## src/rtl/pipe_hazard_ctrl_pkg.sv

```systemverilog
// hazard_pkg: shared types and constants for the pipeline hazard controller.
//   hz_mode_t        : controller decision mode (RUN, MEMW, RAW, FLUSH)
//   DEF_*            : default latency / flush-length parameters
//   OPC_NOP          : NOP opcode (addi x0,x0,0), shared with decode
//   NUM_REGS         : architectural register count
package hazard_pkg;

   typedef enum logic [1:0] {
      RUN   = 2'd0,
      MEMW  = 2'd1,
      RAW   = 2'd2,
      FLUSH = 2'd3
   } hz_mode_t;

   localparam int unsigned DEF_ALU_LAT      = 3;
   localparam int unsigned DEF_LOAD_LAT     = 3;
   localparam int unsigned DEF_FLUSH_CYCLES = 2;
   localparam int unsigned NUM_REGS         = 32;

   localparam logic [6:0] OPC_NOP = 7'b0010011;

endpackage

```

## src/rtl/pipe_hazard_ctrl_scoreboard.sv

```systemverilog
// reg_scoreboard: per-register pending-write tracker for x1..x31.
// Each register owns a 2-bit down-counter; a register is busy while its
// counter is nonzero.
//   clk, resetn : clock, asynchronous active-low reset
//   freeze      : hold every counter this cycle (memory wait)
//   set_en      : load counter[set_rd] with set_lat this cycle
//   set_rd      : destination register to mark busy
//   set_lat     : cycles until the result is readable
//   busy_vec    : bit i set while counter i is nonzero; bit 0 always 0
module reg_scoreboard
   import hazard_pkg::*;
(
   input  logic        clk,
   input  logic        resetn,
   input  logic        freeze,
   input  logic        set_en,
   input  logic [4:0]  set_rd,
   input  logic [1:0]  set_lat,
   output logic [31:0] busy_vec
);

   logic [1:0] cnt [1:NUM_REGS-1];

   // A load on the issuing register takes precedence over its decrement.
   always_ff @(posedge clk or negedge resetn) begin
      if (!resetn) begin
         for (int unsigned i = 1; i < NUM_REGS; i++) begin
            cnt[i] <= '0;
         end
      end else if (!freeze) begin
         for (int unsigned i = 1; i < NUM_REGS; i++) begin
            if (set_en && (set_rd == 5'(i))) begin
               cnt[i] <= set_lat;
            end else if (cnt[i] != '0) begin
               cnt[i] <= cnt[i] - 2'd1;
            end
         end
      end
   end

   always_comb begin
      busy_vec = '0;
      for (int unsigned i = 1; i < NUM_REGS; i++) begin
         busy_vec[i] = |cnt[i];
      end
   end

endmodule

```

## src/rtl/pipe_hazard_ctrl.sv

```systemverilog
// pipe_hazard_ctrl: hazard and sequencing controller beside the decode stage.
// Produces fetch/decode stall, decode flush and EX bubble from a register
// scoreboard (RAW), memory wait, and branch/jump redirects.
// Priority: FLUSH > MEMW > RAW > RUN.
//   clk, resetn              : clock, asynchronous active-low reset
//   id_valid                 : decode holds a valid instruction
//   id_rs1/id_rs2            : source indices; id_uses_rs1/2 qualify them
//   id_rd, id_reg_write      : destination and its write enable
//   id_mem_read              : instruction is a load
//   ex_redirect              : one-cycle taken branch/jump pulse from EX
//   mem_busy                 : data memory not ready, hold the pipeline
//   stall_if, stall_id       : hold PC / IF-ID, decode stall
//   flush_id                 : decode flush
//   bubble_ex                : insert NOP into EX
//   issue                    : instruction leaves ID at this edge
//   busy_vec                 : per-register pending-write flags
// Build option: define HAZARD_FWD_EN when the EX/MEM forwarding network is
// present; only loads then mark the scoreboard, for a single load-use bubble.
module pipe_hazard_ctrl
   import hazard_pkg::*;
#(
   parameter int unsigned ALU_LAT      = DEF_ALU_LAT,
   parameter int unsigned LOAD_LAT     = DEF_LOAD_LAT,
   parameter int unsigned FLUSH_CYCLES = DEF_FLUSH_CYCLES
) (
   input  logic        clk,
   input  logic        resetn,
   input  logic        id_valid,
   input  logic [4:0]  id_rs1,
   input  logic [4:0]  id_rs2,
   input  logic        id_uses_rs1,
   input  logic        id_uses_rs2,
   input  logic [4:0]  id_rd,
   input  logic        id_reg_write,
   input  logic        id_mem_read,
   input  logic        ex_redirect,
   input  logic        mem_busy,
   output logic        stall_if,
   output logic        stall_id,
   output logic        flush_id,
   output logic        bubble_ex,
   output logic        issue,
   output logic [31:0] busy_vec
);

   logic [1:0] flush_cnt;
   logic       hazard;
   hz_mode_t   mode;
   logic       sb_set_en;
   logic [1:0] sb_set_lat;

   always_ff @(posedge clk or negedge resetn) begin
      if (!resetn) begin
         flush_cnt <= '0;
      end else if (ex_redirect) begin
         flush_cnt <= 2'(FLUSH_CYCLES - 1);
      end else if (flush_cnt != '0) begin
         flush_cnt <= flush_cnt - 2'd1;
      end
   end

   // busy_vec[0] is constant 0, so x0 sources never raise a hazard.
   assign hazard = id_valid &&
                   ((id_uses_rs1 && busy_vec[id_rs1]) ||
                    (id_uses_rs2 && busy_vec[id_rs2]));

   always_comb begin
      if (ex_redirect || (flush_cnt != '0)) mode = FLUSH;
      else if (mem_busy)                     mode = MEMW;
      else if (hazard)                       mode = RAW;
      else                                   mode = RUN;
   end

   // Outputs are gated by resetn so they read as reset values immediately
   // while reset is held, even though ex_redirect/id_valid feed them directly.
   always_comb begin
      stall_if  = 1'b0;
      stall_id  = 1'b0;
      flush_id  = 1'b0;
      bubble_ex = 1'b0;
      issue     = 1'b0;
      if (resetn) begin
         unique case (mode)
            FLUSH: flush_id = 1'b1;
            MEMW: begin
               stall_if = 1'b1;
               stall_id = 1'b1;
            end
            RAW: begin
               stall_if  = 1'b1;
               stall_id  = 1'b1;
               bubble_ex = 1'b1;
            end
            default: issue = id_valid;
         endcase
      end
   end

`ifdef HAZARD_FWD_EN
   assign sb_set_en  = issue && id_reg_write && id_mem_read && (id_rd != '0);
   assign sb_set_lat = 2'd1;
`else
   assign sb_set_en  = issue && id_reg_write && (id_rd != '0);
   assign sb_set_lat = id_mem_read ? 2'(LOAD_LAT) : 2'(ALU_LAT);
`endif

   reg_scoreboard u_scoreboard (
      .clk      (clk),
      .resetn   (resetn),
      .freeze   (mode == MEMW),
      .set_en   (sb_set_en),
      .set_rd   (id_rd),
      .set_lat  (sb_set_lat),
      .busy_vec (busy_vec)
   );

endmodule

```

## config.mk

```make
export PLATFORM = sky130hd
export DESIGN_NAME = pipe_hazard_ctrl
export DESIGN_NICKNAME = d
export VERILOG_FILES = /design/src/rtl/pipe_hazard_ctrl_pkg.sv /design/src/rtl/pipe_hazard_ctrl_scoreboard.sv /design/src/rtl/pipe_hazard_ctrl.sv
export SDC_FILE = /design/constraint.sdc
export NUM_CORES = 1
export LEC_CHECK = 0
export ABC_AREA = 0
export CAP_MARGIN = 25
export CELL_PAD_IN_SITES_DETAIL_PLACEMENT = 2
export CELL_PAD_IN_SITES_GLOBAL_PLACEMENT = 2
export CORE_AREA = 8 8 170 92
export DETAILED_ROUTE_END_ITERATION = 8
export DIE_AREA = 0 0 178 100
export GPL_TIMING_DRIVEN = 0
export PLACE_DENSITY_LB_ADDON = 0.1
export SLEW_MARGIN = 20
export SYNTH_ARGS = -nofsm -noshare
export SYNTH_HDL_FRONTEND = slang
export SYNTH_SLANG_ARGS = --single-unit
```

## constraint.sdc

```tcl
create_clock -name clk -period 3.1 [get_ports clk]
set_clock_uncertainty 0.15 [all_clocks]
set_input_delay 0.62 -clock clk [delete_from_list [all_inputs] [get_ports clk]]
set_output_delay 0.62 -clock clk [all_outputs]
set_load 0.01 [all_outputs]
```

### Yosys cells after proc, flatten, opt, wreduce, memory -nomap -nowiden

Index checks and enable logic that the tools add are counted.

* word-level logic and storage cells: 347
* register bits after elaboration: 64
* output and inout bits: 37
* input bits: 24

* bitwise gates (word level): 1
* add/sub/neg operators: 32
* mux-type cells: 79
* magnitude comparators: 2
* reductions and logical operators: 167
* equal/unequal tests: 34

Operator list (count)
* $mux W2: 67
* $reduce_bool A2 Y1: 64
* $eq A5 B5 Y1 const B: 16
* $reduce_or A2 Y1: 32
* $sub A2 B1 Y2 const B: 32
* $reduce_and A2 Y1: 31
* $eq A5 B4 Y1 const B: 8
* $logic_and A1 B1 Y1: 36
* $eq A5 B3 Y1 const B: 4
* $lt A5 B6 Y1 const B: 2
* $bmux W1 S5: 2
* $eq A5 B2 Y1 const B: 2
* $mux W1: 10
* $eq A5 B1 Y1 const B: 1
* $reduce_bool A5 Y1: 1
* $eq A2 B2 Y1 const B: 2
* $reduce_or A3 Y1: 1
* $eq A2 B1 Y1 const B: 1
* $logic_or A1 B1 Y1: 2
* $not A1 Y1: 1

### Longest topological paths before layout

Gate-level depths: netlist of the first run.

* word-level depth: 18
* gate-level depth with buffers: 10
* depth with buffers taken out: 8

### Modules after synthesis

A second synthesis of the first run with hierarchy kept.

* cell total of the unflattened synthesis: 637
* area, all modules: 5392.7 µm²

By module, submodules not included
* reg_scoreboard: area an instance 4581.9 µm², seq. area each 1551.5 µm², times used 1, cells each 572
* pipe_hazard_ctrl: area an instance 810.8 µm², seq. area each 50.0 µm², times used 1, cells each 65

### Worst setup path after synthesis of the first run

No wires, ideal clock.

* kind: input to output
* start: in id_rs1[2]
* end: out stall_if
* arrival time: 2.318 ns
* setup slack: 0.012 ns
* path buffers: 3
* stages on the path: 8
* required time: 2.330 ns
* cell sequence: buf_6 mux4_2 mux2_2 o211ai_1 a32o_1 buf_6 a22o_1 buf_4

* cells in the longest elaborated chain, start to end: 12
* elaborated cells on any way between the ends: 13
* classes of those cells: eq/ne: 2; mux: 7; reduce/logical: 4

RTL lines
* from (decl): line pipe_hazard_ctrl.sv:29 `input logic [4:0] id_rs1,`
* $bmux W1 S5 *: line pipe_hazard_ctrl.sv:64 `((id_uses_rs1 && busy_vec[id_rs1]) ||`
* $mux W1 (not written as such) *: line pipe_hazard_ctrl.sv:64
* $logic_and A1 B1 Y1 *: line pipe_hazard_ctrl.sv:64
* $logic_or A1 B1 Y1 *: line pipe_hazard_ctrl.sv:64
* $logic_and A1 B1 Y1 *: line pipe_hazard_ctrl.sv:63 `assign hazard = id_valid &&`
* $mux W2 *: line pipe_hazard_ctrl.sv:70 `else if (hazard) mode = RAW;`
* $mux W2 *: line pipe_hazard_ctrl.sv:69 `else if (mem_busy) mode = MEMW;`
* $mux W2 *: line pipe_hazard_ctrl.sv:68 `if (ex_redirect || (flush_cnt != '0)) mode = FLUSH;`
* $eq A2 B2 Y1 or $eq A2 B1 Y1 (tied branches)
* $reduce_or A2 Y1 (no source line) *
* $mux W1 * (2 in series)
* to (decl): line pipe_hazard_ctrl.sv:38 `output logic stall_if,`

Every way passes the cells marked *; elsewhere a longest branch is shown, timed or not. The select of a mux whose other input is x is not followed.

### Worst setup path in the final report of the first run

* start: reg u_scoreboard.cnt[54] (netlist name)
* end: out stall_if

* cells in the longest elaborated chain, start to end: 13
* elaborated cells on any way between the ends: 17
* classes of those cells: eq/ne: 2; mux: 9; reduce/logical: 6

RTL lines
* from (decl): line pipe_hazard_ctrl_scoreboard.sv:22 `logic [1:0] cnt [1:NUM_REGS-1];`
* from (signal, indexed assignment): line pipe_hazard_ctrl_scoreboard.sv:33 `cnt[i] <= set_lat;`
* from (signal, indexed assignment): line pipe_hazard_ctrl_scoreboard.sv:35 `cnt[i] <= cnt[i] - 2'd1;`
* $reduce_or A2 Y1 *: line pipe_hazard_ctrl_scoreboard.sv:44 `busy_vec[i] = |cnt[i];`
* $bmux W1 S5, on equally long branches: line pipe_hazard_ctrl.sv:64, pipe_hazard_ctrl.sv:65
* $mux W1, on equally long branches: line pipe_hazard_ctrl.sv:64, pipe_hazard_ctrl.sv:65
* $logic_and A1 B1 Y1, on equally long branches: line pipe_hazard_ctrl.sv:64, pipe_hazard_ctrl.sv:65
* $logic_or A1 B1 Y1 *: line pipe_hazard_ctrl.sv:64
* $logic_and A1 B1 Y1 *: line pipe_hazard_ctrl.sv:63
* $mux W2 *: line pipe_hazard_ctrl.sv:70
* $mux W2 *: line pipe_hazard_ctrl.sv:69
* $mux W2 *: line pipe_hazard_ctrl.sv:68
* $eq A2 B2 Y1 or $eq A2 B1 Y1 (tied branches): line pipe_hazard_ctrl.sv:83 `unique case (mode)`
* $reduce_or A2 Y1 (no source line) *
* $mux W1 *: line pipe_hazard_ctrl.sv:83
* $mux W1 *: line pipe_hazard_ctrl.sv:82 `if (resetn) begin`

Marks and branches as above.

==> impl_metrics.tcl, run 1 <==
set metrics [dict create \
    ys_seq_elements 64 \
    routed_wl_um 16800 \
    async_flop_share_pct 100 \
    nets 651 \
    die_h_um 100 \
    rsz0062_at_grt "yes" \
    synth_top_area_cell "dfrtp_1" \
    row_count 30 \
    vias 3979 \
    hp-class "in2async" \
    core_area_um2 13200 \
    drtPass1Iterations 4 \
    path_max_fanout 5 \
    grt_pass1_vias 4344 \
    cts_buffers 9 \
    io_buffers 51 \
    start_kind "flop" \
    synthCells 500 \
    utilization_pct 45.2 \
    finalWorstSetupSlack_ps -338 \
    worst_pin_slew_ps 794 \
    wire_per_inst_um 21.7 \
    whs_ps -35.4 \
    wl_met1_um 8180 \
    yosys-top-cells-count "inv_1, dfrtp_1, o21ai_0" \
    antenna_found_initial 0 \
    met3_length_um 882 \
    h-tree-depth 3 \
    status "finished with violations" \
    drv_slew 0 \
    tns_ps -1120 \
    clk_pin_slew_worst_paths_ps 60 \
    critPathRequiredTime_ps 2330 \
    dpl.hpwl_um 12000 \
    synth_top_cell_area_share_pct 36.6 \
    cts_buffer_depth 2 \
    initialDrtViolationCount 203 \
    yosysMostFrequentCell "inv_1" \
    highest-signal-layer "met4" \
    synth_ff_type "dfrtp_1" \
    grt_max_degree 52 \
    fin_crit_sh_pct 111 \
    criticalPathCategory "reg2out" \
    ys_seq_area_share_pct 36.6 \
    synth_area_um2 4380 \
    area_delta_synth_final_pct 35.9 \
    synth_area_leaders "dfrtp_1, ha_1, inv_1" \
    instances_no_fill 776 \
    violations "negative hold slack, negative setup slack" \
    design.die.area_um2 17800 \
    yosysWarnings 0 \
    cap_violations 0 \
    power_density_nw_per_um2 1160 \
    max_slew_margin_pct 47.1 \
    min_period_ps 3440 \
    ctsHoldBuffers 1 \
    hold_violations 6 \
    start_util_pct 33.2 \
    total_power_mw 6.88 \
    gp_congestion 0.744 \
    vdd_ir_drop_max_v 0.000432 \
    clockRootBuffer "clkbuf_16" \
    synth-edff-count 0 \
    track_usage_pct 19.0 \
    antenna_cells 0 \
    cts.sinks 64 \
    max_freq_mhz 291 \
    avgViaCountPerCell 5.13 \
    io_pins 61 \
    dp_slack_ps -1080 \
    gr-total-overflow 0 \
    drcViolationCount 0 \
    cts_tree "built" \
    met2_length_um 7600 \
    dp_cells 728 \
    ant_nets 0 \
    syn_avg_cell_area_um2 8.76 \
    synth.distinct_cells 45 \
    p_leak_nw 2.60 \
    setup_viol 4 \
    syn-num-nets 556 \
    crit_path_end_kind "output pin" \
    grt_pass1_wl_um 25600 \
    arrival_ps 2670 \
    layout-drive-gt1-share_pct 23.2 \
    dieWidth_um 178 \
    worstSkewPairLatency_ps 340 \
]
==> worst paths after layout <==
kind,from,end,slack [ps],cells after the start
setup / recovery,u_scoreboard.cnt[54],stall_if,-340,11
hold / removal,resetn,u_scoreboard.cnt[27],-40,1
setup reg to reg,flush_cnt[0],u_scoreboard.cnt[24],230,8
hold reg to reg,u_scoreboard.cnt[51],u_scoreboard.cnt[51],370,2
max in group asynchronous,resetn,u_scoreboard.cnt[51],1730,2
min in group clk,u_scoreboard.cnt[51],u_scoreboard.cnt[51],370,2
==> per-layer routing <==
layer | vias to the layer above | GRT usage [%]
met2 | 70 | 29.9
met1 | 2047 | 26.4
met5 | - | 0
li1 | 1847 | -
met3 | 15 | 3.94
met4 | 0 | 3.57
==> sequential cells by signal (all words and copies together), names as in the netlist <==
name	count
u_scoreboard.cnt	62
flush_cnt	2
==> logic make-up after synthesis <==
kind of cell | after synthesis | synth area share (%)
and+or+nand+nor | 125 | 12.4
buffers and inverters | 121 | 11.7
AOI/OAI and AO/OA | 105 | 15.1
DFF | 64 | 36.6
adders and majority gates | 32 | 9.14
xor gates and xnor gates | 32 | 6.40
muxes | 20 | 8.60
other | 1 | 0.0856
==> per-stage QoR <==
step           hold slack [ps]  area (µm²)
2_1_floorplan              174        4380
3_3_place_gp               352        5110
3_5_place_dp               354        5130
4_1_cts                  -43.9        5760
5_1_grt                  -41.6        5950
6_report                 -35.4        5950
==> repair_timing <==
item	in CTS	in global routing
pin swaps	7	12
buffers inserted	15	17
resized for setup	76	23
setup endpoints to repair	8	20
endpoints found under the hold margin	9	6
cloned	0	0
==> power by group <==
part	internal (mW)	switching [mW]
Clock	0.664	0.410
Sequential	1.32	0.269
Combinational	2.08	2.13
Total	4.07	2.81
==> cell type report <==
cell class                 count  area, µm²
tap                          176        220
clock inverter                 5       55.1
timing repair buffer          85        781
fill                        1428       7220
multi-input combinational    315       2510
clock buffer                  11        253
inverter                      96        360
buffer                        24        176
sequential                    64       1600
==> cell usage in the layout (no fill, tap or decap), types with 4 or more instances in the layout <==
cell type,synthesis,layout
nand2b_1,5,5
ha_4,0,14
nand2_1,48,48
mux4_2,14,14
o21ai_0,59,59
xnor2_1,31,31
o31ai_1,27,27
clkdlybuf4s50_1,0,43
nand3_1,6,6
buf_2,4,4
ha_2,0,15
clkbuf_1,9,5
mux2i_1,5,5
buf_6,5,6
dfrtp_1,64,64
nor2_1,46,45
nand4_1,4,4
inv_1,96,82
clkbuf_16,0,9
buf_4,4,37
inv_2,0,14
==> worst max-delay path, cell delays in order (launching register included) <==
cell	delay (ps)
dfrtp_1	400
inv_2	80
ha_4	160
nor2_1	50
a221o_1	370
a31oi_1	240
o21ai_0	140
a32o_2	270
buf_8	140
a22o_1	230
buf_4	140
buf_6	110
Power figures use the tool's default switching activity.
==> run 2, diff against run 1 <==
--- a/config.mk
+++ b/config.mk
@@ -10,6 +10,7 @@
 export CELL_PAD_IN_SITES_DETAIL_PLACEMENT = 2
 export CELL_PAD_IN_SITES_GLOBAL_PLACEMENT = 2
 export CORE_AREA = 8 8 170 92
+export CTS_CLUSTER_DIAMETER = 50
 export DETAILED_ROUTE_END_ITERATION = 8
 export DIE_AREA = 0 0 178 100
 export GPL_TIMING_DRIVEN = 0
==> results of run 2 <==
Final layout, timing and power as in run 1 (identical DEF).
